[src/rtl/mul8_error_monitor_if.sv]
// rtl/mul8_error_monitor_if.sv - sample and per-sample result channel of the 8x8 multiplier error monitor
interface mul8_error_monitor_if;
    logic        in_valid;
    logic        in_ready;
    logic [7:0]  a;
    logic [7:0]  b;
    logic [15:0] result;
    logic        exact_valid;
    logic [15:0] exact;
    logic        mismatch;
    logic [15:0] abs_err;

    modport master (
        output in_valid, a, b, result,
        input  in_ready, exact_valid, exact, mismatch, abs_err
    );

    modport slave (
        input  in_valid, a, b, result,
        output in_ready, exact_valid, exact, mismatch, abs_err
    );
endinterface

[src/rtl/mul8_error_monitor.sv]
// rtl/mul8_error_monitor.sv - shift-add reference multiplier that scores a multiplier under test
module mul8_error_monitor #(
    parameter int CNT_W = 16,
    parameter int SUM_W = 24
) (
    input  logic                 clk,
    input  logic                 rst_n,
    input  logic                 clear,
    mul8_error_monitor_if.slave  mon,
    output logic [CNT_W-1:0]     sample_count,
    output logic [CNT_W-1:0]     mismatch_count,
    output logic [15:0]          max_abs_err,
    output logic [SUM_W-1:0]     sum_abs_err
);

    typedef enum logic [1:0] {IDLE, MUL, DONE} state_t;

    state_t             state_q, state_d;
    logic [2:0]         iter_q, iter_d;
    logic [7:0]         a_q, a_d;
    logic [7:0]         b_q, b_d;
    logic [15:0]        res_q, res_d;
    logic [15:0]        acc_q, acc_d;
    logic [15:0]        exact_q, exact_d;
    logic [15:0]        abs_err_q, abs_err_d;
    logic               mismatch_q, mismatch_d;
    logic [CNT_W-1:0]   sample_count_q, sample_count_d;
    logic [CNT_W-1:0]   mismatch_count_q, mismatch_count_d;
    logic [15:0]        max_abs_err_q, max_abs_err_d;
    logic [SUM_W-1:0]   sum_abs_err_q, sum_abs_err_d;

    logic [15:0]        partial;
    logic [15:0]        acc_sum;
    logic [16:0]        diff;
    logic [15:0]        mag;
    logic [SUM_W:0]     sum_ext;

    always_comb begin
        state_d          = state_q;
        iter_d           = iter_q;
        a_d              = a_q;
        b_d              = b_q;
        res_d            = res_q;
        acc_d            = acc_q;
        exact_d          = exact_q;
        abs_err_d        = abs_err_q;
        mismatch_d       = mismatch_q;
        sample_count_d   = sample_count_q;
        mismatch_count_d = mismatch_count_q;
        max_abs_err_d    = max_abs_err_q;
        sum_abs_err_d    = sum_abs_err_q;

        partial = b_q[iter_q] ? ({8'd0, a_q} << iter_q) : 16'd0;
        acc_sum = acc_q + partial;
        // Error is taken against the final product on the last MUL edge, so it is ready in DONE.
        diff    = {1'b0, res_q} - {1'b0, acc_sum};
        mag     = diff[16] ? (16'd0 - diff[15:0]) : diff[15:0];
        sum_ext = {1'b0, sum_abs_err_q} + (SUM_W+1)'(abs_err_q);

        case (state_q)
            IDLE: begin
                if (mon.in_valid) begin
                    a_d     = mon.a;
                    b_d     = mon.b;
                    res_d   = mon.result;
                    acc_d   = 16'd0;
                    iter_d  = 3'd0;
                    state_d = MUL;
                end
            end
            MUL: begin
                acc_d  = acc_sum;
                iter_d = iter_q + 3'd1;
                if (iter_q == 3'd7) begin
                    exact_d    = acc_sum;
                    abs_err_d  = mag;
                    mismatch_d = (mag != 16'd0);
                    state_d    = DONE;
                end
            end
            DONE: begin
                state_d = IDLE;
                if (!(&sample_count_q))
                    sample_count_d = sample_count_q + CNT_W'(1);
                if (mismatch_q && !(&mismatch_count_q))
                    mismatch_count_d = mismatch_count_q + CNT_W'(1);
                sum_abs_err_d = sum_ext[SUM_W] ? {SUM_W{1'b1}} : sum_ext[SUM_W-1:0];
                if (abs_err_q > max_abs_err_q)
                    max_abs_err_d = abs_err_q;
            end
            default: state_d = IDLE;
        endcase

        // Clear overrides any same-edge statistics update but leaves the sample in flight.
        if (clear) begin
            sample_count_d   = '0;
            mismatch_count_d = '0;
            max_abs_err_d    = 16'd0;
            sum_abs_err_d    = '0;
        end
    end

    always_ff @(posedge clk or negedge rst_n) begin
        if (!rst_n) begin
            state_q          <= IDLE;
            iter_q           <= 3'd0;
            a_q              <= 8'd0;
            b_q              <= 8'd0;
            res_q            <= 16'd0;
            acc_q            <= 16'd0;
            exact_q          <= 16'd0;
            abs_err_q        <= 16'd0;
            mismatch_q       <= 1'b0;
            sample_count_q   <= '0;
            mismatch_count_q <= '0;
            max_abs_err_q    <= 16'd0;
            sum_abs_err_q    <= '0;
        end else begin
            state_q          <= state_d;
            iter_q           <= iter_d;
            a_q              <= a_d;
            b_q              <= b_d;
            res_q            <= res_d;
            acc_q            <= acc_d;
            exact_q          <= exact_d;
            abs_err_q        <= abs_err_d;
            mismatch_q       <= mismatch_d;
            sample_count_q   <= sample_count_d;
            mismatch_count_q <= mismatch_count_d;
            max_abs_err_q    <= max_abs_err_d;
            sum_abs_err_q    <= sum_abs_err_d;
        end
    end

    assign mon.in_ready    = (state_q == IDLE);
    assign mon.exact_valid = (state_q == DONE);
    assign mon.exact       = exact_q;
    assign mon.abs_err     = abs_err_q;
    assign mon.mismatch    = mismatch_q;

    assign sample_count   = sample_count_q;
    assign mismatch_count = mismatch_count_q;
    assign max_abs_err    = max_abs_err_q;
    assign sum_abs_err    = sum_abs_err_q;

endmodule

[src/flat_wrapper.sv]
// flat-port wrapper written by rule: the top's interface ports become plain ports
module mul8_error_monitor_flat 
#(
    parameter int CNT_W = 16,
    parameter int SUM_W = 24
)
  (clk, rst_n, clear, sample_count, mismatch_count, max_abs_err, sum_abs_err, mon_in_valid, mon_a, mon_b, mon_result, mon_in_ready, mon_exact_valid, mon_exact, mon_mismatch, mon_abs_err);
  mul8_error_monitor_if mon_i ();
  input  logic clk;
  input  logic rst_n;
  input  logic clear;
  output logic [CNT_W-1:0] sample_count;
  output logic [CNT_W-1:0] mismatch_count;
  output logic [15:0] max_abs_err;
  output logic [SUM_W-1:0] sum_abs_err;
  input wire logic [$bits(mon_i.in_valid)-1:0] mon_in_valid;
  input wire logic [$bits(mon_i.a)-1:0] mon_a;
  input wire logic [$bits(mon_i.b)-1:0] mon_b;
  input wire logic [$bits(mon_i.result)-1:0] mon_result;
  output wire logic [$bits(mon_i.in_ready)-1:0] mon_in_ready;
  output wire logic [$bits(mon_i.exact_valid)-1:0] mon_exact_valid;
  output wire logic [$bits(mon_i.exact)-1:0] mon_exact;
  output wire logic [$bits(mon_i.mismatch)-1:0] mon_mismatch;
  output wire logic [$bits(mon_i.abs_err)-1:0] mon_abs_err;
  assign mon_i.in_valid = mon_in_valid;
  assign mon_i.a = mon_a;
  assign mon_i.b = mon_b;
  assign mon_i.result = mon_result;
  assign mon_in_ready = mon_i.in_ready;
  assign mon_exact_valid = mon_i.exact_valid;
  assign mon_exact = mon_i.exact;
  assign mon_mismatch = mon_i.mismatch;
  assign mon_abs_err = mon_i.abs_err;
  mul8_error_monitor #(.CNT_W(CNT_W), .SUM_W(SUM_W)) u_core (.clk(clk), .rst_n(rst_n), .clear(clear), .mon(mon_i), .sample_count(sample_count), .mismatch_count(mismatch_count), .max_abs_err(max_abs_err), .sum_abs_err(sum_abs_err));
endmodule
[config.mk]
export PLATFORM = sky130hd
export DESIGN_NAME = mul8_error_monitor_flat
export DESIGN_NICKNAME = d
export VERILOG_FILES = /design/src/rtl/mul8_error_monitor_if.sv /design/src/rtl/mul8_error_monitor.sv /design/src/flat_wrapper.sv
export SDC_FILE = /design/constraint.sdc
export NUM_CORES = 1
export LEC_CHECK = 0
export BUFFER_PORTS_ARGS = -buffer_cell sky130_fd_sc_hd__buf_2
export CAP_MARGIN = 20
export CORE_MARGIN = 2
export CORE_UTILIZATION = 53
export DETAILED_ROUTE_END_ITERATION = 8
export PLACE_DENSITY = 0.78
export SLEW_MARGIN = 20
export SYNTH_ARGS = -nofsm -noshare
export SYNTH_HDL_FRONTEND = slang
export SYNTH_SLANG_ARGS = --single-unit
[constraint.sdc]
create_clock -name clk -period 6 [get_ports clk]
set_clock_uncertainty 0.05 [all_clocks]
set_input_delay 1.2 -clock clk [delete_from_list [all_inputs] [get_ports clk]]
set_output_delay 1.2 -clock clk [all_outputs]
set_load 0.005 [all_outputs]
# Word level (Yosys, flattened, before mapping)
# Cells that the tools add are included.
[totals] ff_bits=158 input_bits=36 wordCells=69
[op_classes] n_addsub=7 magnitude_cmp=2 n_eq_ne=6 shifts=1 mux=23 reduce_logical=17
[ops] op="$mux W16" n=12
[ops] op="$mux W24" n=3
[ops] op="$add A16 B1 Y16 const B" n=2
[ops] op="$pmux W16 S2" n=1
[ops] op="$reduce_and A16 Y1" n=2
[ops] op="$add A24 B16 Y25" n=1
[ops] op="$sub A16 B16 Y17" n=1
[ops] op="$add A16 B16 Y16" n=1
[ops] op="$gt A16 B16 Y1" n=1
[ops] op="$reduce_bool A16 Y1" n=1
[ops] op="$shl A8 B3 Y16" n=1
[ops] op="$sub A1 B16 Y16 const A" n=1
[ops] op="$reduce_and A2 Y1" n=7
[ops] op="$reduce_bool A2 Y1" n=4
[ops] op="$pmux W3 S2" n=1
[ops] op="$lt A3 B4 Y1 const B" n=1
[ops] op="$mux W2" n=2
[ops] op="$ne A2 B2 Y1 const B" n=2
[ops] op="$pmux W2 S2" n=1
[ops] op="$add A3 B1 Y3 const B" n=1
[ops] op="$bmux W1 S3" n=1
[ops] op="$eq A3 B3 Y1 const B" n=1
[ops] op="$mux W3" n=1
[ops] op="$eq A2 B1 Y1 const B" n=1
[ops] op="other kinds (6)" n=6

# Logic depth before layout (Yosys ltp)
[logic_depth] ltp_word=8 ltp_mapped=31 depth_no_buf=27

# Least setup slack after synthesis
# OpenSTA, ideal clock, no wires.
[synth_timing] path_kind="register -> register" startpoint="register u_core.iter_q[0]" endpoint="register u_core.mismatch_q (netlist: u_core.mon.mismatch)" arrival_ps=5372 required_time_ps=5818 slack_ps=446 path_stages_with_launch=29 path_buffers=4 period_less_slack_ps=5554 path_cell_list="dfrtp_1 > clkbuf_1 > mux4_2 > nand2_1 > and2_1 > clkbuf_1 > nor2_1 > ha_1 > o21ai_0 > a21oi_1 > a2111oi_4 > o21bai_1 > a21oi_1 > o21bai_1 > a21oi_1 > o21bai_1 > a21oi_1 > xor2_1 > ha_1 > clkbuf_1 > a21o_1 > a211o_1 > buf_6 > or2_1 > nor3_1 > a21oi_1 > nor2_1 > and3_1 > a31oi_1"
[synth_between] elab_chain_cells=8
[synth_rtl] item="start: declaration" line_no="mul8_error_monitor.sv:19" source="logic [2:0] iter_q, iter_d;"
[synth_rtl] item="start signal: assignment" line_no="mul8_error_monitor.sv:120" source="iter_q <= iter_d;"
[synth_rtl] item="$bmux W1 S3" line_no="mul8_error_monitor.sv:53" source="partial = b_q[iter_q] ? ({8'd0, a_q} << iter_q) : 16'd0;"
[synth_rtl] item="$mux W1 (not written as such)" line_no="mul8_error_monitor.sv:53"
[synth_rtl] item="$mux W16" line_no="mul8_error_monitor.sv:53"
[synth_rtl] item="$add A16 B16 Y16" line_no="mul8_error_monitor.sv:54" source="acc_sum = acc_q + partial;"
[synth_rtl] item="$sub A16 B16 Y17" line_no="mul8_error_monitor.sv:56" source="diff = {1'b0, res_q} - {1'b0, acc_sum};"
[synth_rtl] item="$sub A1 B16 Y16" line_no="mul8_error_monitor.sv:57" source="mag = diff[16] ? (16'd0 - diff[15:0]) : diff[15:0];"
[synth_rtl] item="$mux W16" line_no="mul8_error_monitor.sv:57"
[synth_rtl] item="$reduce_bool A16 Y1" line_no="mul8_error_monitor.sv:77" source="mismatch_d = (mag != 16'd0);"
[synth_rtl] item="end signal: assignment" line_no="mul8_error_monitor.sv:127" source="mismatch_q <= mismatch_d;"
[synth_rtl] item="end: declaration" line_no="mul8_error_monitor.sv:26" source="logic mismatch_q, mismatch_d;"
# Parallel ways exist; a longest one is shown, timed or not. The select of a mux whose other input is x is not followed.
# A chain may end at the register's enable or synchronous reset.

# Worst setup path after layout
# Same ends and word-level chain as after synthesis.

==> impl_metrics.ini <==
[power]
p_leak_uw = 0.00560
clockPowerShare_pct = 15.0
p_comb_share_pct = 63.3
switching_power_uw = 3530
seqPwrFrac_pct = 21.7
ir_drop_mv = 0.405
p_sw_share_pct = 46.4
power.density_nw_per_um2 = 656
power.internal_uw = 4070

[floorplan]
die_w_um = 141
coreArea_um2 = 18600
io_pins = 143
rows = 50
die_area_um2 = 19900
start_util_pct = 53.6
die_h_um = 141

[min_path]
min_path_type = reg -> reg
min_to = u_core.mon.exact[0]$_DFFE_PN0P_
min_from = u_core.mon.exact[0]$_DFFE_PN0P_
holdPathStages = 2

[yosys]
synth_edf_count = 0
avgSynthCellArea_um2 = 8.77
synth_area_um2 = 9960
ys_types = 79
ys_ff_latch = 158
ys.flop_type = dfrtp_1
async_flop_share_pct = 100
ys_top_cells_by_area = dfrtp_1, ha_1, nand2_1, nor2_1, o21ai_0
synth_nets = 1240
yosys.area.top_type = dfrtp_1
syn_inst = 1135
synth_top_area_share_pct = 39.7
seq_area_frac_synth_pct = 39.7
ys_warn_count = 0

[route]
via_per_inst = 5.67
drt-initial-drc-count = 375
drc = 0
dr.pass1.iters = 7
wl_mm = 24.0
drtAntennaViolNets = 0
num_vias = 8603
post_drt_wl_per_cell_um = 15.8

[final_layout]
fill_cells = 1566
most-common-layout-cells = nand2_1, dfrtp_1, buf_2, nor2_1, o21ai_0
fin_util_pct = 62.4
antenna_cells = 0
layout_commonest_cell = nand2_1
fin_nets = 1376
seqCellArea_um2 = 3960
multi_input_area_um2 = 5690
drive_gt1_share_pct = 18.6
fin_area_um2 = 11600
syn_to_final_growth_pct = 16.4

[clock_tree]
clockBufferDepth = 2
clock_sinks = 158
cts_tree = done
ctsRootBufferMaster = clkbuf_16
clkLatencyLatePin_ns = 0.43
path_clk_slew_ns = 0.06
numCtsBuffers = 17
ctsHoldBuffers = 0
htreeDepth = 4

[placed_design]
gp_congestion = 0.895
dpl_cell_area_um2 = 10900
portBuffers = 142
dpl.hpwl_mm = 17.3

[timing]
max_freq_mhz = 177
worstMarginPinSlew_ns = 0.868
min_period_ns = 5.64
slew_headroom_pct = 42.1
hold_violations = 0
finalCritPeriodShare_pct = 94.0
setup_viol = 0
report.final.slew_viol_count = 0

[setup_path]
critPathTopFamily = compound AO/OA/AOI/OAI gates
start_kind = flip-flop
path_class = reg -> reg
crit_path_max_fanout = 20
cp_num_buf_inv = 0
crit_chain = mux4_2 > nand2_1 > and2_2 > nor2_1 > ha_1 > o21ai_0 > a21oi_1 > a2111oi_4 > o21bai_1 > a21oi_2 > o21bai_1 > a21oi_2 > o21bai_1 > a21oi_1 > xor2_1 > ha_2 > a21o_1 > a211o_4 > nand2b_1 > a211oi_1 > a31oi_1 > a21oi_1 > and3_1 > a31oi_1
worstReg2RegEnd = u_core.mon.mismatch$_DFFE_PN0P_
slowest_stage = mux4_2
crit_path_end_kind = flip-flop
slowest_delay_ns = 0.50
worstPathArrival_ns = 5.89
crit_required_ns = 6.25
ff2ff_path_depth = 24
r2r_start = u_core.iter_q[0]$_DFFE_PN0P_
ff2ff_setup_slack_ns = 0.36
crit_start = u_core.iter_q[0]$_DFFE_PN0P_

[run_status]
outcome = finished clean

[global_route]
track_usage_pct = 24.5
antenna_found_initial = 0
grt_pass1_vias = 8229
grt_first_pass_wirelength_mm = 39.6
overflow = 0
grt_max_degree = 65

[flow_run]
cap_violations = 0
## flip-flops by register name, indices dropped and copies added (netlist names), 2 cells and up
register,flops
u_core.iter_q,3
u_core.a_q,8
u_core.state_q,2
u_core.mismatch_count,16
u_core.mon.abs_err,16
u_core.acc_q,16
u_core.b_q,8
u_core.max_abs_err,16
u_core.res_q,16
u_core.sample_count,16
u_core.sum_abs_err,24
u_core.mon.exact,16
## worst max path at each step
| stage | end | slack, ns | cells past startpoint |
|---|---|---|---|
| final | u_core.mon.mismatch$_DFFE_PN0P_ | 0.36 | 24 |
| after global routing | u_core.mon.mismatch$_DFFE_PN0P_ | -0.05 | 24 |
| after CTS | u_core.mon.mismatch$_DFFE_PN0P_ | 0.09 | 24 |
| after detailed placement | u_core.mon.mismatch$_DFFE_PN0P_ | 0.03 | 23 |
| after global placement | u_core.mon.mismatch$_DFFE_PN0P_ | 0.21 | 23 |
| after floorplan | u_core.mon.mismatch$_DFFE_PN0P_ | 0.45 | 28 |
## cells by family after synthesis
family	share of synthesized area, %
XOR/XNOR	7.05
multiplexers	3.25
AO/OA/AOI/OAI	16.6
buffers and inverters	3.58
adder cells (fa/ha/maj)	9.12
AND/OR/NAND/NOR	20.7
flip-flops	39.7
## per-layer routing
layer / wire, um / vias to the layer above / global-route usage [%]
met2: 11700 / 231 / 41.7
met3: 1010 / 40 / 4.21
met4: 557 / 0 / 7.68
met1: 10800 / 4107 / 32.1
li1: - / 4225 / -
met5: 0 / - / 0
## synth_stat cells, types with 4 or more instances
master,n
ha_1,66
a211oi_1,23
o21ai_1,5
o21bai_1,6
a31oi_1,9
clkbuf_1,33
nand4b_1,5
nor2_1,128
a211o_1,4
nor2b_1,15
nand2_1,189
buf_1,5
and2_1,7
nor3_1,12
xnor2_1,32
and3_1,10
or2_2,4
inv_1,49
a21o_1,10
dfrtp_1,158
mux2i_1,23
nand3_1,38
nand2b_1,10
o21ai_0,85
xor2_1,40
o31ai_1,5
o21a_1,11
a21oi_1,55
nand4_1,15
and4_1,5
nor3b_1,4
## area by class of cell
class / instances / share of cell area, %
clock buffers: 20 / 3.94
flip-flops and latches: 158 / 34.1
clock inverters: 12 / 1.36
well taps: 234 / 2.53
multi-input cells: 885 / 49.1
repair buffers: 159 / 7.37
inverters: 50 / 1.62
## per-stage QoR
stage | TNS (ns) | setup slack (ns) | instances | power [uW] | hold WS, ns
finish | 0 | 0.361 | 1518 | 7600 | 0.423
global route | -0.0466 | -0.0466 | 1518 | 8230 | 0.442
CTS | 0 | 0.0886 | 1514 | 7530 | 0.428
detailed placement | 0 | 0.0310 | 1482 | 6350 | 0.413
global placement | 0 | 0.209 | 1482 | 6220 | 0.406
floorplan | 0 | 0.446 | 1135 | 5240 | 0.390
## timing repair
item | 4_1_cts | 5_1_grt
pin swaps | 0 | 1
gates resized for setup | 1 | 11
endpoints found under the setup margin | 1 | 10
hold endpoints to repair | 0 | 0
setup buffers | 0 | 3
## power groups by stage
stage / combinational, uW / clock [uW] / sequential (uW)
finish: 4810 / 1140 / 1650
global route: 5340 / 1200 / 1690
floorplan: 3680 / 0 / 1550
detailed placement: 4690 / 0 / 1670
CTS: 4730 / 1150 / 1650
global placement: 4560 / 0 / 1650
## tightest hold or removal path: stages (launching register included)
cell     delay [ns]
dfrtp_1        0.34
nand2_1        0.05
nand2_1        0.05
No activity file was read; power rests on OpenSTA's default activity.
